$ cat src/rtl/pipe_pkg.sv
// Shared defaults and control-field layout for the pipeline stage registers
// placed between IF/ID, ID/EX, EX/MEM and MEM/WB.
package pipe_pkg;

    localparam int DATA_W_DEF = 96;
    localparam int CTRL_W_DEF = 20;
    localparam int CNT_W_DEF  = 16;

    // Bit positions of the decoded control word (LSB-first).
    localparam int CTRL_REG_WE    = 0;
    localparam int CTRL_JUMP      = 1;
    localparam int CTRL_BRANCH    = 2;
    localparam int CTRL_MEM_WR    = 3;
    localparam int CTRL_MEM_RD    = 4;
    localparam int CTRL_FUN3_LSB  = 5;
    localparam int CTRL_FUN3_W    = 3;
    localparam int CTRL_ALU_OP_LSB = 8;
    localparam int CTRL_ALU_OP_W  = 4;
    localparam int CTRL_MUX_LSB   = 12;
    localparam int CTRL_MUX_W     = 8;

endpackage

$ cat src/rtl/pipe_stage_reg_if.sv
// Valid/ready handshake bundle around one pipeline stage register: upstream
// input side, downstream output side and the flush request.
interface pipe_stage_reg_if #(
    parameter int DATA_W = pipe_pkg::DATA_W_DEF,
    parameter int CTRL_W = pipe_pkg::CTRL_W_DEF
) ();

    logic              in_valid;
    logic              in_ready;
    logic [CTRL_W-1:0] in_ctrl;
    logic [DATA_W-1:0] in_data;
    logic              flush;
    logic              out_valid;
    logic              out_ready;
    logic [CTRL_W-1:0] out_ctrl;
    logic [DATA_W-1:0] out_data;

    modport master (
        output in_valid, in_ctrl, in_data, flush, out_ready,
        input  in_ready, out_valid, out_ctrl, out_data
    );

    modport slave (
        input  in_valid, in_ctrl, in_data, flush, out_ready,
        output in_ready, out_valid, out_ctrl, out_data
    );

endinterface

$ cat src/rtl/pipe_stage_reg_sat_counter.sv
// Saturating up-counter with synchronous clear; clear wins over increment.
module sat_counter #(
    parameter int W = 16
) (
    input  logic         clk,
    input  logic         reset,
    input  logic         inc,
    input  logic         clr,
    output logic [W-1:0] cnt
);

    always_ff @(posedge clk or negedge reset) begin
        if (!reset) begin
            cnt <= '0;
        end else if (clr) begin
            cnt <= '0;
        end else if (inc && (cnt != '1)) begin
            cnt <= cnt + 1'b1;
        end
    end

endmodule

$ cat src/rtl/pipe_stage_reg.sv
// Two-entry (main + skid) pipeline stage register with a registered in_ready,
// bubble-zeroed control, flush and a saturating back-pressure counter.
module pipe_stage_reg
    import pipe_pkg::*;
#(
    parameter int DATA_W = DATA_W_DEF,
    parameter int CTRL_W = CTRL_W_DEF,
    parameter int CNT_W  = CNT_W_DEF
) (
    input  logic             clk,
    input  logic             reset,
    pipe_stage_reg_if.slave  bus,
    input  logic             clr_cnt,
    output logic [CNT_W-1:0] stall_cnt
);

    logic              main_valid;
    logic              skid_valid;
    logic [CTRL_W-1:0] main_ctrl;
    logic [CTRL_W-1:0] skid_ctrl;
    logic [DATA_W-1:0] main_data;
    logic [DATA_W-1:0] skid_data;

    logic in_xfer;
    logic out_xfer;
    logic main_free;

    // in_ready comes only from skid_valid, so out_ready never reaches it.
    assign in_xfer   = bus.in_valid & ~skid_valid;
    assign out_xfer  = main_valid & bus.out_ready;
    assign main_free = ~main_valid | out_xfer;

    // NOTE: payload registers are reset too, so out_data reads 0 after reset
    // rather than X; the valid bits alone decide what is live.
    always_ff @(posedge clk or negedge reset) begin
        if (!reset) begin
            main_valid <= 1'b0;
            skid_valid <= 1'b0;
            main_ctrl  <= '0;
            skid_ctrl  <= '0;
            main_data  <= '0;
            skid_data  <= '0;
        end else if (bus.flush) begin
            main_valid <= 1'b0;
            skid_valid <= 1'b0;
        end else if (main_free) begin
            if (skid_valid) begin
                // in_ready was low, so no input competes with the skid entry.
                main_valid <= 1'b1;
                main_ctrl  <= skid_ctrl;
                main_data  <= skid_data;
                skid_valid <= 1'b0;
            end else begin
                main_valid <= in_xfer;
                if (in_xfer) begin
                    main_ctrl <= bus.in_ctrl;
                    main_data <= bus.in_data;
                end
            end
        end else if (in_xfer) begin
            skid_valid <= 1'b1;
            skid_ctrl  <= bus.in_ctrl;
            skid_data  <= bus.in_data;
        end
    end

    assign bus.in_ready  = ~skid_valid;
    assign bus.out_valid = main_valid;
    assign bus.out_ctrl  = main_valid ? main_ctrl : '0;
    assign bus.out_data  = main_data;

    sat_counter #(
        .W (CNT_W)
    ) u_stall_cnt (
        .clk   (clk),
        .reset (reset),
        .inc   (main_valid & ~bus.out_ready),
        .clr   (clr_cnt),
        .cnt   (stall_cnt)
    );

endmodule
$ cat src/flat_wrapper.sv
// flat-port wrapper written by rule: the top's interface ports become plain ports
module pipe_stage_reg_flat import pipe_pkg::*;
#(
    parameter int DATA_W = DATA_W_DEF,
    parameter int CTRL_W = CTRL_W_DEF,
    parameter int CNT_W  = CNT_W_DEF
)
  (clk, reset, clr_cnt, stall_cnt, bus_in_valid, bus_in_ctrl, bus_in_data, bus_flush, bus_out_ready, bus_in_ready, bus_out_valid, bus_out_ctrl, bus_out_data);
  pipe_stage_reg_if #(.DATA_W(DATA_W), .CTRL_W(CTRL_W)) bus_i ();
  input  logic clk;
  input  logic reset;
  input  logic clr_cnt;
  output logic [CNT_W-1:0] stall_cnt;
  input wire logic [$bits(bus_i.in_valid)-1:0] bus_in_valid;
  input wire logic [$bits(bus_i.in_ctrl)-1:0] bus_in_ctrl;
  input wire logic [$bits(bus_i.in_data)-1:0] bus_in_data;
  input wire logic [$bits(bus_i.flush)-1:0] bus_flush;
  input wire logic [$bits(bus_i.out_ready)-1:0] bus_out_ready;
  output wire logic [$bits(bus_i.in_ready)-1:0] bus_in_ready;
  output wire logic [$bits(bus_i.out_valid)-1:0] bus_out_valid;
  output wire logic [$bits(bus_i.out_ctrl)-1:0] bus_out_ctrl;
  output wire logic [$bits(bus_i.out_data)-1:0] bus_out_data;
  assign bus_i.in_valid = bus_in_valid;
  assign bus_i.in_ctrl = bus_in_ctrl;
  assign bus_i.in_data = bus_in_data;
  assign bus_i.flush = bus_flush;
  assign bus_i.out_ready = bus_out_ready;
  assign bus_in_ready = bus_i.in_ready;
  assign bus_out_valid = bus_i.out_valid;
  assign bus_out_ctrl = bus_i.out_ctrl;
  assign bus_out_data = bus_i.out_data;
  pipe_stage_reg #(.DATA_W(DATA_W), .CTRL_W(CTRL_W), .CNT_W(CNT_W)) u_core (.clk(clk), .reset(reset), .bus(bus_i), .clr_cnt(clr_cnt), .stall_cnt(stall_cnt));
endmodule
$ cat config.mk
export PLATFORM = sky130hd
export DESIGN_NAME = pipe_stage_reg_flat
export DESIGN_NICKNAME = d
export VERILOG_FILES = /design/src/rtl/pipe_pkg.sv /design/src/rtl/pipe_stage_reg_if.sv /design/src/rtl/pipe_stage_reg_sat_counter.sv /design/src/rtl/pipe_stage_reg.sv /design/src/flat_wrapper.sv
export SDC_FILE = /design/constraint.sdc
export NUM_CORES = 1
export LEC_CHECK = 0
export CORE_ASPECT_RATIO = 1.2
export CORE_MARGIN = 8
export CORE_UTILIZATION = 49
export CTS_CLUSTER_DIAMETER = 60
export DETAILED_ROUTE_END_ITERATION = 8
export PLACE_DENSITY = 0.81
export SLEW_MARGIN = 10
export SYNTH_ARGS = -nofsm -noshare
export SYNTH_HDL_FRONTEND = slang
export SYNTH_SLANG_ARGS = --single-unit
$ cat constraint.sdc
create_clock -name clk -period 5.5 [get_ports clk]
set_clock_uncertainty 0.15 [all_clocks]
set_input_delay 0.825 -clock clk [delete_from_list [all_inputs] [get_ports clk]]
set_output_delay 0.825 -clock clk [all_outputs]
set_load 0.1 [all_outputs]
## Yosys cells after proc, flatten, opt, wreduce, memory -nomap -nowiden

Index checks and enable logic that the tools add are counted.

- Add/sub/neg operators: 1
- Bitwise operators: 9
- Shift-type cells: 0
- Reduce and logical (&&, ||, !) cells: 7
- Multipliers: 0
- Multiplexer cells: 13
- Order comparisons: 0
- Eq/ne operators: 1
- Div/mod/pow operators: 0

Operator list:

| kind | number |
|---|---|
| $mux 96 | 2 |
| $mux 20 | 3 |
| $mux 16 | 2 |
| $add 16x1->16 const B | 1 |
| $ne 16x16->1 const B | 1 |
| $mux 1 | 6 |
| $reduce_and 3->1 | 2 |
| $reduce_bool 2->1 | 3 |
| $not 1->1 | 5 |
| $and 1x1->1 | 3 |
| $reduce_bool 3->1 | 1 |
| $logic_and 1x1->1 | 1 |
| $or 1x1->1 | 1 |

- Bits in read-only memories: 0
- Output and inout port bits: 134
- Bits in writable memories: 0
- Register bits after elaboration: 250
- Bits of input ports: 122
- Memories: 0
- Latch bits: 0

## Logic depth before layout (Yosys ltp)

- Depth after elaboration: 5
- Mapped depth: 7
- Depth with buffers taken out: 5

## Cells and area by module

From an unflattened synthesis, not the netlist that was laid out.

- Cell total of the unflattened synthesis: 748
- Area total of the unflattened synthesis: 11,134.4 um^2

Modules (own cells, without submodules):

| module | area each (um^2) | times used | cells an instance |
|---|---|---|---|
| pipe_stage_reg | 10,192.3 | 1 | 650 |
| sat_counter | 942.2 | 1 | 98 |

## Least setup slack after synthesis

Ideal clock, no wire load.

- Kind: flip-flop to output port
- From: reg u_core.main_valid, in the netlist u_core.bus.out_valid
- To: out bus_out_ctrl[0]
- Buffers on the path: 1
- Stages on the path, launching flop included: 3
- Slack: 2.537 ns
- Arrival time: 1.988 ns
- Required time: 4.525 ns
- Cell sequence: dfrtp_1 -> clkbuf_1 -> and2_1

- Cells in the longest elaborated chain, start to end: 1

RTL lines:

| what | line | source |
|---|---|---|
| start, declared | pipe_stage_reg.sv:17 | `logic main_valid;` |
| start signal, assigned | pipe_stage_reg.sv:54 | `main_valid <= in_xfer;` |
| $mux 20 | pipe_stage_reg.sv:69 | `assign bus.out_ctrl = main_valid ? main_ctrl : '0;` |
| end, declared | flat_wrapper.sv:21 | `output wire logic [$bits(bus_i.out_ctrl)-1:0] bus_out_ctrl;` |

Every way passes these cells.

## Worst setup path after layout

- From: reg u_core.main_valid, in the netlist u_core.bus.out_valid
- To: out bus_out_ctrl[10]

The elaborated chain is that of the path after synthesis.

==> report_table.html <==
<table>
<tr><th>Metric</th><th>Value</th></tr>
<tr><th colspan="2">Floorplanning</th></tr>
<tr><td>Initial Util</td><td>49.8%</td></tr>
<tr><td>IO Count</td><td>approximately 260</td></tr>
<tr><td>Floorplan core area</td><td>approximately 22000 um^2</td></tr>
<tr><td>Die width</td><td>151 um</td></tr>
<tr><td>Count of standard-cell rows</td><td>59</td></tr>
<tr><td>Die extent in y</td><td>~180 um</td></tr>
<tr><td>Area enclosed by the die boundary</td><td>roughly 27000 um^2</td></tr>
<tr><th colspan="2">Setup path</th></tr>
<tr><td>Largest stage delay on the critical path</td><td>around 1.2 ns</td></tr>
<tr><td>CP arrival</td><td>~2.7 ns</td></tr>
<tr><td>Critical path type</td><td>flop to output port</td></tr>
<tr><td>Worst reg2reg path depth</td><td>5</td></tr>
<tr><td>FF-to-FF Start</td><td>u_core.bus.out_valid</td></tr>
<tr><td>Critical R2R Capture</td><td>u_core.skid_data[95]</td></tr>
<tr><td>Largest delay contributor family on the critical path</td><td>buffers and inverters</td></tr>
<tr><td>Worst-path cell with the longest stage delay</td><td>sky130_fd_sc_hd__clkdlybuf4s50_1</td></tr>
<tr><td>Startpoint kind of the worst setup timing path</td><td>flop</td></tr>
<tr><td>Maximum fanout along the worst path</td><td>24</td></tr>
<tr><td>FF-to-FF setup slack</td><td>around 2.3 ns</td></tr>
<tr><td>Endpoint kind of the worst setup timing path</td><td>output port</td></tr>
<tr><td>Cell chain of the critical path</td><td>and2_1 &gt; clkdlybuf4s50_1</td></tr>
<tr><td>Worst Path Buf+Inv</td><td>1</td></tr>
<tr><td>Req. time, crit path</td><td>4.53 ns</td></tr>
<tr><th colspan="2">Clock tree</th></tr>
<tr><td>Post-CTS resize count</td><td>0</td></tr>
<tr><td>Maximum level of the CTS H-tree</td><td>1</td></tr>
<tr><td>Clock latency on the worst-skew pair</td><td>between 0.5 and 0.6 ns</td></tr>
<tr><td>Number of clock sinks seen by CTS</td><td>250</td></tr>
<tr><td>Clock Path Buffers</td><td>3</td></tr>
<tr><td>CTS tree</td><td>built</td></tr>
<tr><td>Hold-fix buffers, CTS</td><td>0</td></tr>
<tr><td>Clock tree root driver cell</td><td>sky130_fd_sc_hd__clkbuf_16</td></tr>
<tr><td>Setup Fix Bufs, Post-CTS</td><td>0</td></tr>
<tr><td>Number of buffers inserted during clock tree synthesis</td><td>25</td></tr>
<tr><td>Clk slew on worst S/H paths</td><td>roughly 0.06 ns</td></tr>
<tr><th colspan="2">Cells and area</th></tr>
<tr><td>Number of nets in the layout</td><td>about 1200</td></tr>
<tr><td>Utilization after layout</td><td>~66%</td></tr>
<tr><td>Final std cell area, no fill</td><td>14400 um^2</td></tr>
<tr><td>Area Growth Syn to Fin</td><td>33.3%</td></tr>
<tr><td>Fraction of final layout cells sized beyond drive strength 1</td><td>~15%</td></tr>
<tr><th colspan="2">STA</th></tr>
<tr><td>Number of endpoints with negative hold slack in the final report</td><td>0</td></tr>
<tr><td>Setup repair after global routing missed its margin</td><td>false</td></tr>
<tr><td>Max frequency</td><td>~270 MHz</td></tr>
<tr><td>Share of the clock period used by the worst path after layout</td><td>between 60% and 70%</td></tr>
<tr><td>Slew at the pin with the worst max-slew slack</td><td>1.06 ns</td></tr>
<tr><td>Final setup violation count</td><td>0</td></tr>
<tr><td>Shortest period the worst path allows</td><td>around 3.7 ns</td></tr>
<tr><td>Accumulated negative setup slack</td><td>0 ns</td></tr>
<tr><td>Relative slew slack</td><td>between 20% and 30%</td></tr>
<tr><td>Final Max Tran Viols</td><td>0</td></tr>
<tr><th colspan="2">Synthesis</th></tr>
<tr><td>Top cell type's share of synthesized area</td><td>a little under 60%</td></tr>
<tr><td>Post-synth top cells</td><td>250 x sky130_fd_sc_hd__dfrtp_1, 123 x sky130_fd_sc_hd__nor2_1, 122 x sky130_fd_sc_hd__a21oi_1</td></tr>
<tr><td>Netlist Area Pre-Place</td><td>~11000 um^2</td></tr>
<tr><td>Cell with the most instances after synthesis</td><td>sky130_fd_sc_hd__dfrtp_1</td></tr>
<tr><td>Dominant synthesized flop cell</td><td>sky130_fd_sc_hd__dfrtp_1</td></tr>
<tr><td>Number of instances in the synthesized netlist</td><td>between 800 and 900</td></tr>
<tr><td>Synth Net Count</td><td>~1000</td></tr>
<tr><td>Per-instance average area after synthesis</td><td>~12 um^2</td></tr>
<tr><td>Register bit count reported by yosys</td><td>250</td></tr>
<tr><td>Count of flip-flops with a built-in enable after synthesis</td><td>0</td></tr>
<tr><td>Top cells by area in the synthesized netlist</td><td>sky130_fd_sc_hd__dfrtp_1 58%, sky130_fd_sc_hd__mux2_2 13%, sky130_fd_sc_hd__mux2i_1 11%, sky130_fd_sc_hd__a21oi_1 5.7%, sky130_fd_sc_hd__nor2_1 4.3%</td></tr>
<tr><td>Async S/R FF share, synth</td><td>100%</td></tr>
<tr><td>Unique cell type count in the Yosys netlist</td><td>42</td></tr>
<tr><td>Sequential share of the synthesized area</td><td>around three fifths</td></tr>
<tr><td>Total of warnings raised by yosys</td><td>0</td></tr>
<tr><td>Yosys top cell by area</td><td>sky130_fd_sc_hd__dfrtp_1</td></tr>
<tr><th colspan="2">Global route</th></tr>
<tr><td>Global routing met1 resource utilization</td><td>about 22%</td></tr>
<tr><td>First-pass GRT wire length</td><td>between 40 and 50 mm</td></tr>
<tr><td>Pin count of the biggest net entering global routing</td><td>between 150 and 200</td></tr>
<tr><td>Global routing's busiest layer</td><td>met2</td></tr>
<tr><td>Overall overflow remaining after global route</td><td>0</td></tr>
<tr><td>Met3 Use GR</td><td>under 10%</td></tr>
<tr><td>Number of antenna violations at the first check in global routing</td><td>1</td></tr>
<tr><td>Vias in the first global route</td><td>7919</td></tr>
<tr><td>Gr usage total</td><td>between 10% and 20%</td></tr>
<tr><td>Grt met2 use</td><td>around 32%</td></tr>
<tr><th colspan="2">Power and ir drop</th></tr>
<tr><td>Sequential group share of total power</td><td>39.9%</td></tr>
<tr><td>Portion of total power attributed to the clock network</td><td>roughly 29%</td></tr>
<tr><td>Switching share of power</td><td>between 30 and 40%</td></tr>
<tr><td>Internal power</td><td>0.00381 W</td></tr>
<tr><td>Gate power share</td><td>a little over 30%</td></tr>
<tr><td>Maximum VDD drop</td><td>between 300 and 400 uV</td></tr>
<tr><td>Switching power</td><td>around 0.0022 W</td></tr>
<tr><td>Power density cells</td><td>around 420 nW/um^2</td></tr>
<tr><td>Leakage power</td><td>slightly below 6 nW</td></tr>
<tr><th colspan="2">Drt</th></tr>
<tr><td>Detailed Route WL</td><td>between 20 and 30 mm</td></tr>
<tr><td>Initial DRC Count</td><td>~360</td></tr>
<tr><td>Average routed wire per standard cell</td><td>about 18 um</td></tr>
<tr><td>Number of routed nets with antenna violations</td><td>0</td></tr>
<tr><td>Post-route DRC violation count</td><td>0</td></tr>
<tr><td>First-pass iteration count of the detailed router</td><td>7</td></tr>
<tr><td>Total via count in the routed design</td><td>7578</td></tr>
<tr><td>Detailed-route vias per instance</td><td>~5.4</td></tr>
<tr><th colspan="2">Placement</th></tr>
<tr><td>Area after detailed placement</td><td>~14000 um^2</td></tr>
<tr><td>Port bufs</td><td>~260</td></tr>
<tr><td>DP HPWL</td><td>between 15 and 20 mm</td></tr>
<tr><td>Final weighted congestion of routability-driven global placement</td><td>0.756</td></tr>
<tr><th colspan="2">Flow run</th></tr>
<tr><td>Number of max-cap violations</td><td>0</td></tr>
<tr><th colspan="2">Status</th></tr>
<tr><td>Outcome</td><td>finished clean</td></tr>
<tr><th colspan="2">Min path</th></tr>
<tr><td>Class of the tightest hold or removal check</td><td>primary input to async pin</td></tr>
</table>
[metrics by stage]
stage                     setup WS, ns  hold slack [ns]  power, W  std cells
final                             1.83            0.189   0.00602       1411
after global placement            1.87            0.336   0.00426       1366
after CTS                         1.76            0.245   0.00608       1410
after floorplan                   2.54            0.329   0.00376        889
after global routing              1.69            0.270   0.00627       1411
after detailed placement          1.82            0.343   0.00431       1366
[worst reg2reg max path: cells and delay by family (launching register included)]
family | cells | cell delay, ns
AND/OR/NAND/NOR | 3 | 1.29
flip-flops | 1 | 0.77
buffers and inverters | 1 | 0.53
multiplexers | 1 | 0.34
[area by class of cell]
type,count,area (um^2)
diodes,1,2.50
clock buffers,30,664
clock inverters,14,176
multi-input cells,578,4260
fillers,1634,7280
repair buffers,261,2640
well taps,274,343
flip-flops and latches,250,6260
inverters,3,11.3
[worst max path at each step]
stage                         startpoint                    to  slack [ns]  cells after the start
floorplan           u_core.bus.out_valid       bus_out_ctrl[0]        2.54                      2
global placement           bus_out_ready   u_core.skid_data[7]        1.87                      6
detailed placement         bus_out_ready  u_core.skid_data[37]        1.82                      6
CTS                 u_core.bus.out_valid      bus_out_ctrl[10]        1.76                      2
global route        u_core.bus.out_valid      bus_out_ctrl[10]        1.69                      2
finish              u_core.bus.out_valid      bus_out_ctrl[10]        1.83                      2
[layout by cell type (no fill, tap or decap), types with 4 or more instances in the layout]
cell type and instances:
sky130_fd_sc_hd__clkdlybuf4s50_1 254, sky130_fd_sc_hd__dfrtp_1 249, sky130_fd_sc_hd__nor2_1 123, sky130_fd_sc_hd__a21oi_1 122, sky130_fd_sc_hd__mux2_2 120, sky130_fd_sc_hd__mux2i_1 116
sky130_fd_sc_hd__clkbuf_16 25, sky130_fd_sc_hd__and2_1 20, sky130_fd_sc_hd__nor2b_1 9, sky130_fd_sc_hd__nor3_1 9, sky130_fd_sc_hd__clkinv_2 8, sky130_fd_sc_hd__nand3_1 7
sky130_fd_sc_hd__nand2_1 7, sky130_fd_sc_hd__nand4_1 6, sky130_fd_sc_hd__bufinv_16 4
[state kept, by name, indices dropped and copies added, names as in the netlist]
signal,cells
u_core.skid_ctrl,20
u_core.skid_valid,1
u_core.bus.out_data,96
u_core.u_stall_cnt.cnt,16
u_core.bus.out_valid,1
u_core.main_ctrl,20
u_core.skid_data,96
[power groups by stage]
stage	clock network [W]	registers [W]	logic (W)
after floorplan	0	0.00325	0.000515
after global placement	0	0.00241	0.00185
after detailed placement	0	0.00243	0.00188
after CTS	0.00179	0.00240	0.00189
after global routing	0.00186	0.00245	0.00196
final	0.00175	0.00240	0.00187
[logic make-up (layout without fill, tap and decap cells)]
kind of cell / count (synthesis) / in the layout / share of synthesized area [%]
AOI/OAI and AO/OA: 137 / 137 / 6.74
buffers and inverters: 61 / 308 / 2.50
and+or+nand+nor: 203 / 203 / 9.08
muxes: 237 / 237 / 23.4
adders and majority gates: 1 / 1 / 0.116
DFF: 250 / 250 / 58.1
other: 0 / 1 / 0
[routing by layer]
metal	routed length [um]	share of wire, %
met2	13100	51
met4	621	2.4
met1	9980	39
met3	2050	8.0
met5	0	0
Note: power is estimated with default switching activity, not from simulation.
